===== src/rtl/c432_sched_pkg.sv =====
// Shared types and constants for the c432 interrupt scheduler.
package c432_sched_pkg;

    localparam int unsigned NCH    = 9;
    localparam int unsigned CHAN_W = 4;
    localparam int unsigned CNT_W  = 4;
    localparam int unsigned BUS_W  = 2;

    typedef enum logic [1:0] {
        IDLE   = 2'd0,
        EVAL   = 2'd1,
        SIGNAL = 2'd2,
        CLEAR  = 2'd3
    } state_t;

    localparam logic [BUS_W-1:0] BUS_NONE = 2'd0;
    localparam logic [BUS_W-1:0] BUS_A    = 2'd1;
    localparam logic [BUS_W-1:0] BUS_B    = 2'd2;
    localparam logic [BUS_W-1:0] BUS_C    = 2'd3;

    // One-hot mask for a channel index, zero when the channel is out of range.
    function automatic logic [NCH-1:0] chan_mask(input logic [CHAN_W-1:0] chan);
        logic [NCH-1:0] m;
        m = '0;
        for (int i = 0; i < int'(NCH); i++) begin
            if (chan == CHAN_W'(i)) m[i] = 1'b1;
        end
        return m;
    endfunction

endpackage


===== src/rtl/c432.sv =====
// c432 27-channel priority interrupt core (ISCAS-85), combinational.
// Active-low bus requests gated by E; bus A outranks B outranks C, lowest channel wins.
module c432 (
    input  logic N1,  N4,  N8,  N11, N14, N17, N21, N24, N27,
    input  logic N30, N34, N37, N40, N43, N47, N50, N53, N56,
    input  logic N60, N63, N66, N69, N73, N76, N79, N82, N86,
    input  logic N89, N92, N95, N99, N102, N105, N108, N112, N115,
    output logic N223,
    output logic N329,
    output logic N370,
    output logic N421,
    output logic N430,
    output logic N431,
    output logic N432
);

    logic [8:0] e;
    logic [8:0] a_req;
    logic [8:0] b_req;
    logic [8:0] c_req;
    logic [8:0] sel;
    logic [3:0] chan;

    assign e     = {N108, N95, N82, N69, N56, N43, N30, N17, N4};
    assign a_req = ~{N102, N89, N76, N63, N50, N37, N24, N11, N1}  & e;
    assign b_req = ~{N112, N99, N86, N73, N60, N47, N34, N21, N8}  & e;
    assign c_req = ~{N115, N105, N92, N79, N66, N53, N40, N27, N14} & e;

    assign N223 = |a_req;
    assign N329 = |b_req;
    assign N370 = |c_req;

    assign sel = N223 ? a_req : (N329 ? b_req : c_req);

    // Scan high to low so the lowest requesting channel is the last write.
    always_comb begin
        chan = '0;
        for (int i = 8; i >= 0; i--) begin
            if (sel[i]) chan = 4'(i);
        end
    end

    assign {N421, N430, N431, N432} = chan;

endmodule


===== src/rtl/c432_irq_sched.sv =====
// Sequential interrupt scheduler around one c432 priority core: sticky pending,
// snapshot, fixed settle window, registered vector, clear on acknowledge.
module c432_irq_sched
    import c432_sched_pkg::*;
#(
    parameter int unsigned SETTLE_CYC = 2
) (
    input  logic             clk,
    input  logic             rst,
    input  logic [NCH-1:0]   req_a,
    input  logic [NCH-1:0]   req_b,
    input  logic [NCH-1:0]   req_c,
    input  logic [NCH-1:0]   en,
    input  logic             ack,
    output logic             irq,
    output logic [BUS_W-1:0] irq_bus,
    output logic [CHAN_W-1:0] irq_chan,
    output logic [NCH-1:0]   pend_a,
    output logic [NCH-1:0]   pend_b,
    output logic [NCH-1:0]   pend_c,
    output logic             busy
);

    if (SETTLE_CYC < 1 || SETTLE_CYC > 15) begin : g_bad_settle
        $error("SETTLE_CYC must be in 1..15");
    end

    localparam logic [CNT_W-1:0] CNT_LAST = CNT_W'(SETTLE_CYC - 1);

    state_t            state;
    state_t            next_state;
    logic [CNT_W-1:0]  cnt;
    logic [CNT_W-1:0]  cnt_d;
    logic [NCH-1:0]    snap_a;
    logic [NCH-1:0]    snap_b;
    logic [NCH-1:0]    snap_c;
    logic [NCH-1:0]    snap_en;
    logic              snap_load;
    logic              do_clear;
    logic              irq_d;
    logic [BUS_W-1:0]  bus_d;
    logic [CHAN_W-1:0] chan_d;
    logic [NCH-1:0]    clr_mask;
    logic [NCH-1:0]    clr_a;
    logic [NCH-1:0]    clr_b;
    logic [NCH-1:0]    clr_c;

    logic              a_vld;
    logic              b_vld;
    logic              c_vld;
    logic [CHAN_W-1:0] core_chan;
    logic [BUS_W-1:0]  bus_sel;

    c432 u_core (
        .N1  (~snap_a[0]), .N11 (~snap_a[1]), .N24 (~snap_a[2]),
        .N37 (~snap_a[3]), .N50 (~snap_a[4]), .N63 (~snap_a[5]),
        .N76 (~snap_a[6]), .N89 (~snap_a[7]), .N102(~snap_a[8]),
        .N8  (~snap_b[0]), .N21 (~snap_b[1]), .N34 (~snap_b[2]),
        .N47 (~snap_b[3]), .N60 (~snap_b[4]), .N73 (~snap_b[5]),
        .N86 (~snap_b[6]), .N99 (~snap_b[7]), .N112(~snap_b[8]),
        .N14 (~snap_c[0]), .N27 (~snap_c[1]), .N40 (~snap_c[2]),
        .N53 (~snap_c[3]), .N66 (~snap_c[4]), .N79 (~snap_c[5]),
        .N92 (~snap_c[6]), .N105(~snap_c[7]), .N115(~snap_c[8]),
        .N4  (snap_en[0]), .N17 (snap_en[1]), .N30 (snap_en[2]),
        .N43 (snap_en[3]), .N56 (snap_en[4]), .N69 (snap_en[5]),
        .N82 (snap_en[6]), .N95 (snap_en[7]), .N108(snap_en[8]),
        .N223(a_vld),
        .N329(b_vld),
        .N370(c_vld),
        .N421(core_chan[3]),
        .N430(core_chan[2]),
        .N431(core_chan[1]),
        .N432(core_chan[0])
    );

    assign bus_sel = a_vld ? BUS_A : (b_vld ? BUS_B : (c_vld ? BUS_C : BUS_NONE));

    // Served-bit clear mask, only live during the CLEAR cycle.
    assign clr_mask = chan_mask(irq_chan);
    assign clr_a    = (do_clear && irq_bus == BUS_A) ? clr_mask : '0;
    assign clr_b    = (do_clear && irq_bus == BUS_B) ? clr_mask : '0;
    assign clr_c    = (do_clear && irq_bus == BUS_C) ? clr_mask : '0;

    always_comb begin
        next_state = state;
        cnt_d      = cnt;
        snap_load  = 1'b0;
        do_clear   = 1'b0;
        irq_d      = irq;
        bus_d      = irq_bus;
        chan_d     = irq_chan;
        case (state)
            IDLE: begin
                cnt_d = '0;
                if (|((pend_a | pend_b | pend_c) & en)) begin
                    next_state = EVAL;
                    snap_load  = 1'b1;
                end
            end
            EVAL: begin
                if (cnt == CNT_LAST) begin
                    cnt_d = '0;
                    if (bus_sel != BUS_NONE) begin
                        next_state = SIGNAL;
                        irq_d      = 1'b1;
                        bus_d      = bus_sel;
                        chan_d     = core_chan;
                    end else begin
                        next_state = IDLE;
                    end
                end else begin
                    cnt_d = cnt + CNT_W'(1);
                end
            end
            SIGNAL: begin
                if (ack) next_state = CLEAR;
            end
            CLEAR: begin
                do_clear   = 1'b1;
                irq_d      = 1'b0;
                bus_d      = BUS_NONE;
                chan_d     = '0;
                next_state = IDLE;
            end
            default: next_state = IDLE;
        endcase
    end

    always_ff @(posedge clk or posedge rst) begin
        if (rst) begin
            state <= IDLE;
        end else begin
            state <= next_state;
        end
    end

    // Datapath and output registers; a new request beats a same-cycle clear.
    always_ff @(posedge clk or posedge rst) begin
        if (rst) begin
            cnt      <= '0;
            snap_a   <= '0;
            snap_b   <= '0;
            snap_c   <= '0;
            snap_en  <= '0;
            pend_a   <= '0;
            pend_b   <= '0;
            pend_c   <= '0;
            irq      <= 1'b0;
            irq_bus  <= BUS_NONE;
            irq_chan <= '0;
            busy     <= 1'b0;
        end else begin
            cnt      <= cnt_d;
            if (snap_load) begin
                snap_a  <= pend_a;
                snap_b  <= pend_b;
                snap_c  <= pend_c;
                snap_en <= en;
            end
            pend_a   <= (pend_a & ~clr_a) | req_a;
            pend_b   <= (pend_b & ~clr_b) | req_b;
            pend_c   <= (pend_c & ~clr_c) | req_c;
            irq      <= irq_d;
            irq_bus  <= bus_d;
            irq_chan <= chan_d;
            busy     <= (next_state != IDLE);
        end
    end

endmodule

===== config.mk =====
export PLATFORM = sky130hd
export DESIGN_NAME = c432_irq_sched
export DESIGN_NICKNAME = d
export VERILOG_FILES = /design/src/rtl/c432_sched_pkg.sv /design/src/rtl/c432.sv /design/src/rtl/c432_irq_sched.sv
export SDC_FILE = /design/constraint.sdc
export NUM_CORES = 1
export LEC_CHECK = 0
export ABC_CLOCK_PERIOD_IN_PS = 2250
export BUFFER_PORTS_ARGS = -buffer_cell sky130_fd_sc_hd__buf_2
export CAP_MARGIN = 20
export CELL_PAD_IN_SITES_DETAIL_PLACEMENT = 0
export CELL_PAD_IN_SITES_GLOBAL_PLACEMENT = 1
export CORE_MARGIN = 4
export CORE_UTILIZATION = 38
export DETAILED_ROUTE_END_ITERATION = 8
export PLACE_DENSITY = 0.72
export SLEW_MARGIN = 25
export SYNTH_ARGS = -nofsm -noshare
export SYNTH_HDL_FRONTEND = slang
export SYNTH_SLANG_ARGS = --single-unit

===== constraint.sdc =====
create_clock -name clk -period 2.25 [get_ports clk]
set_input_delay 0.3375 -clock clk [delete_from_list [all_inputs] [get_ports clk]]
set_output_delay 0.3375 -clock clk [all_outputs]
set_load 0.02 [all_outputs]

==> out/qor.csv <==
stage,metric,value,unit
detailed_routing,first-pass iteration count of the detailed router,6,
power,P_leak,1.66,nW
clock_tree,deepest clock path buffer count,2,
timing,period utilisation layout,93.2,%
synthesis,Post-synth EDFFs,0,
worst_setup_path,critical path class,reg -> reg,
global_routing,largest net degree at the start of global routing,51,
timing,Worst Hold Slack,0.0559,ns
worst_setup_path,critical-path maximum fanout,9,
placement,placed insts,513,
cells_and_area,layout cells sized above 1,38.0,%
flow_run,Max-Cap Viols,0,
cells_and_area,"leading cell type in the layout, fill and taps excluded",dfrtp_1,
synthesis,Syn Inst Count,316,
global_routing,GR peak layer,met2,
die,num ports,74,
cells_and_area,most frequent cells in the layout,"dfrtp_1 (77), buf_2 (73), nand2_1 (44)",
global_routing,initial antenna violation count,0,
die,die width,105,um
placement,dpl hpwl,7220,um
detailed_routing,Post-DRT Antenna Nets,0,
worst_setup_path,WP data arrival,2.37,ns
timing,fin crit period,2.10,ns
detailed_routing,wire length per cell after detailed routing,17.8,um
worst_setup_path,RR Endpoint,irq_chan[3]$_DFFE_PP0P_,
clock_tree,Clock Sinks,77,
synthesis,Compound-Gate Fraction of Synth Area,20.2,%
clock_tree,CTS root buf,clkbuf_8,
worst_setup_path,internal reg-to-reg setup slack,0.15,ns
timing,Worst-Margin Slew,0.645,ns
cells_and_area,area of the multi-input gates,1560,um^2
power,Gate power share,33.8,%
die,Die Height,105,um
global_routing,met3 global-route usage,3.15,%
power,sequential power share,43.6,%
synthesis,asr flop ratio synth,100,%
clock_tree,clock slew at reported path FFs,0.08,ns
clock_tree,clock latency at the later pin of the worst-skew pair,0.36,ns
placement,DP Worst Slack,0.127,ns
synthesis,simple-gate share of the synthesized area,11.8,%
die,Starting Density,38.7,%
status,outcome,completed,
cells_and_area,fill cell count,902,
synthesis,YS warnings,0,
synthesis,main combinational cell family by area after synthesis,compound AO/OA/AOI/OAI gates,
power,worst vdd ir,0.360,mV
synthesis,top_reg_cell synth,dfrtp_1,
detailed_routing,routed wire length,9400,um
synthesis,Synth Area in Adders,0,%
detailed_routing,starting DRC count in detailed routing,100,
worst_hold_path,type of the tightest min-delay check,in -> async,
global_routing,vias in the first global route,2905,
worst_setup_path,Reg2Reg Depth,8,
worst_setup_path,CP endpoint kind,flop,
power,Clk pwr share,22.6,%
clock_tree,H-Tree Depth,3,
timing,Slew Limit Fails,0,
cells_and_area,design area,4370,um^2
worst_setup_path,worst path bufs/invs,1,
detailed_routing,Avg Vias per Cell,5.39,
worst_setup_path,CP max stage delay,0.46,ns
timing,Max Clock Freq,477,MHz
clock_tree,CTS buffer count,9,
synthesis,Synthesized Nets,355,
clock_tree,CTS tree,built,
worst_setup_path,CP cell instances,"a22oi_1, and4_2, buf_4, a31o_2, o221a_4, nor3_2, nand2_1, o31ai_2",
synthesis,post-synthesis xor/xnor area fraction,0,%
synthesis,Synth area leader,dfrtp_1,
global_routing,M1 GR Usage,23.6,%
power,Power Dens Cells,936,nW/um^2
cells_and_area,Nets,452,
worst_setup_path,"Max stage delay cell, worst path",dfrtp_1,
power,Psw,1.50,mW
timing,final setup fails,0,
synthesis,Yosys top cell area share,54.1,%
die,Die ar.,11000,um^2
synthesis,Yosys reg bits,77,
global_routing,met2 usage,29.1,%
timing,RSZ-0062 raised after global routing,no,
worst_setup_path,startpoint types,flop,
cells_and_area,ant diodes,0,
die,core area,9200,um^2
worst_setup_path,Top delay family on crit path,compound AO/OA/AOI/OAI gates,
clock_tree,buffer count from post-CTS setup fixing,0,
detailed_routing,post-route DRC violation count,0,
timing,Final Skew,0.00750,ns
synthesis,mux cell area share after synthesis,11.4,%
power,Final Total Pwr,4.09,mW
timing,Final WS setup,0.152,ns
worst_setup_path,"Req. time, crit path",2.52,ns
cells_and_area,Storage cell area,1930,um^2
synthesis,post-synthesis cell type count,45,
power,Pint,2.59,mW
cells_and_area,Area Growth Syn to Fin,22.7,%
worst_setup_path,FF-to-FF Start,snap_en[0]$_DFFE_PP0P_,
die,row cnt,35,
detailed_routing,Via Count,2850,
placement,Placer Congestion,0.894,
cells_and_area,Util after Layout,47.5,%
timing,Final Hold Vio Count,0,
synthesis,register area share after synthesis,54.1,%
cells_and_area,Post-Layout Cell Count,529,
synthesis,Synth area leaders,"dfrtp_1 (54%), mux2_2 (11%), a21o_1 (5.5%)",
global_routing,first-pass GRT wire length,15300,um
placement,dpl cell area,4190,um^2
timing,Slew headroom,57.0,%
placement,port bufs,73,
power,Sw Share,36.8,%
synthesis,area of the mapped netlist,3560,um^2
timing,setup TNS,0,ns
global_routing,Tot GR Track Use,17.7,%
synthesis,"Avg Cell Area, Syn",11.3,um^2
global_routing,GRT Residual Overflow,0,
## worst register-to-register path, delay by kind of cell, from the launching register on
kind,cells,cell delay (ns)
compound gates,4,0.81
flops,1,0.46
simple gates,3,0.57
buf+inv,1,0.17
## cell type report
| class | instances | share of cell area (%) |
|---|---|---|
| well taps | 111 | 3.18 |
| repair buffers | 94 | 12.3 |
| multi-input cells | 221 | 35.7 |
| clock buffers | 10 | 2.92 |
| flip-flops and latches | 77 | 44.1 |
| clock inverters | 6 | 0.916 |
| inverters | 10 | 0.945 |
## power by group through the flow
stage | combinational, mW | sequential [mW] | clock (mW)
after global placement | 1.38 | 1.80 | 0
final | 1.38 | 1.78 | 0.925
after floorplan | 0.887 | 1.80 | 0
after detailed placement | 1.39 | 1.80 | 0
after CTS | 1.39 | 1.77 | 0.954
after global routing | 1.52 | 1.81 | 1.01
## cells in the mapped netlist, types with 2 or more instances
cell      instances
inv_1            10
dfrtp_1          77
nor3_1            9
clkbuf_1          2
a211oi_1          5
nand4_1           2
a31oi_1           5
nand2b_1          8
o21ai_2           2
nor4_1            2
o31ai_1          12
buf_6             2
a21o_1           26
o221ai_1          2
buf_2             4
a22oi_1          12
mux2_2           36
nand3_1           4
nor2b_1           2
nor2_1            9
and4_1            2
a21boi_0          2
a21oi_1           8
a31o_2            2
a22o_1            2
o21ai_0           7
nand2_1          44
## state kept, by name (all words and copies together), names as in the netlist
register,cells
pend_a,9
pend_b,9
pend_c,9
snap_a,9
snap_b,9
snap_c,9
snap_en,9
cnt,4
irq_chan,4
irq_bus,2
state,2
busy,1
irq,1
## logic make-up after synthesis
group	count (synthesis)
simple gates	89
flops	77
buf+inv	18
mux	36
compound gates	96
## how the worst max path moves through the flow
stage                                 startpoint                      end  slack, ns  cells past startpoint
after floorplan              pend_c[6]$_DFF_PP0_    snap_a[0]$_DFFE_PP0P_       0.21                      5
after global placement    snap_en[1]$_DFFE_PP0P_  irq_chan[3]$_DFFE_PP0P_       0.10                      8
after detailed placement  snap_en[0]$_DFFE_PP0P_  irq_chan[2]$_DFFE_PP0P_       0.13                      8
after CTS                 snap_en[0]$_DFFE_PP0P_  irq_chan[2]$_DFFE_PP0P_       0.12                      8
after global routing      snap_en[0]$_DFFE_PP0P_  irq_chan[3]$_DFFE_PP0P_      0.008                      8
final                     snap_en[0]$_DFFE_PP0P_  irq_chan[3]$_DFFE_PP0P_       0.15                      8
## per-layer routing
metal | share of wire (%) | vias up
met5 | 0 | -
met4 | 1.3 | 0
met3 | 4.8 | 11
met2 | 49 | 74
met1 | 45 | 1405
li1 | - | 1360
## timing repair
item | CTS | global route
endpoints found under the setup margin | 0 | 4
resized for setup | 0 | 4
hold buffers | 0 | 0
No activity file was read; power rests on OpenSTA's default activity.
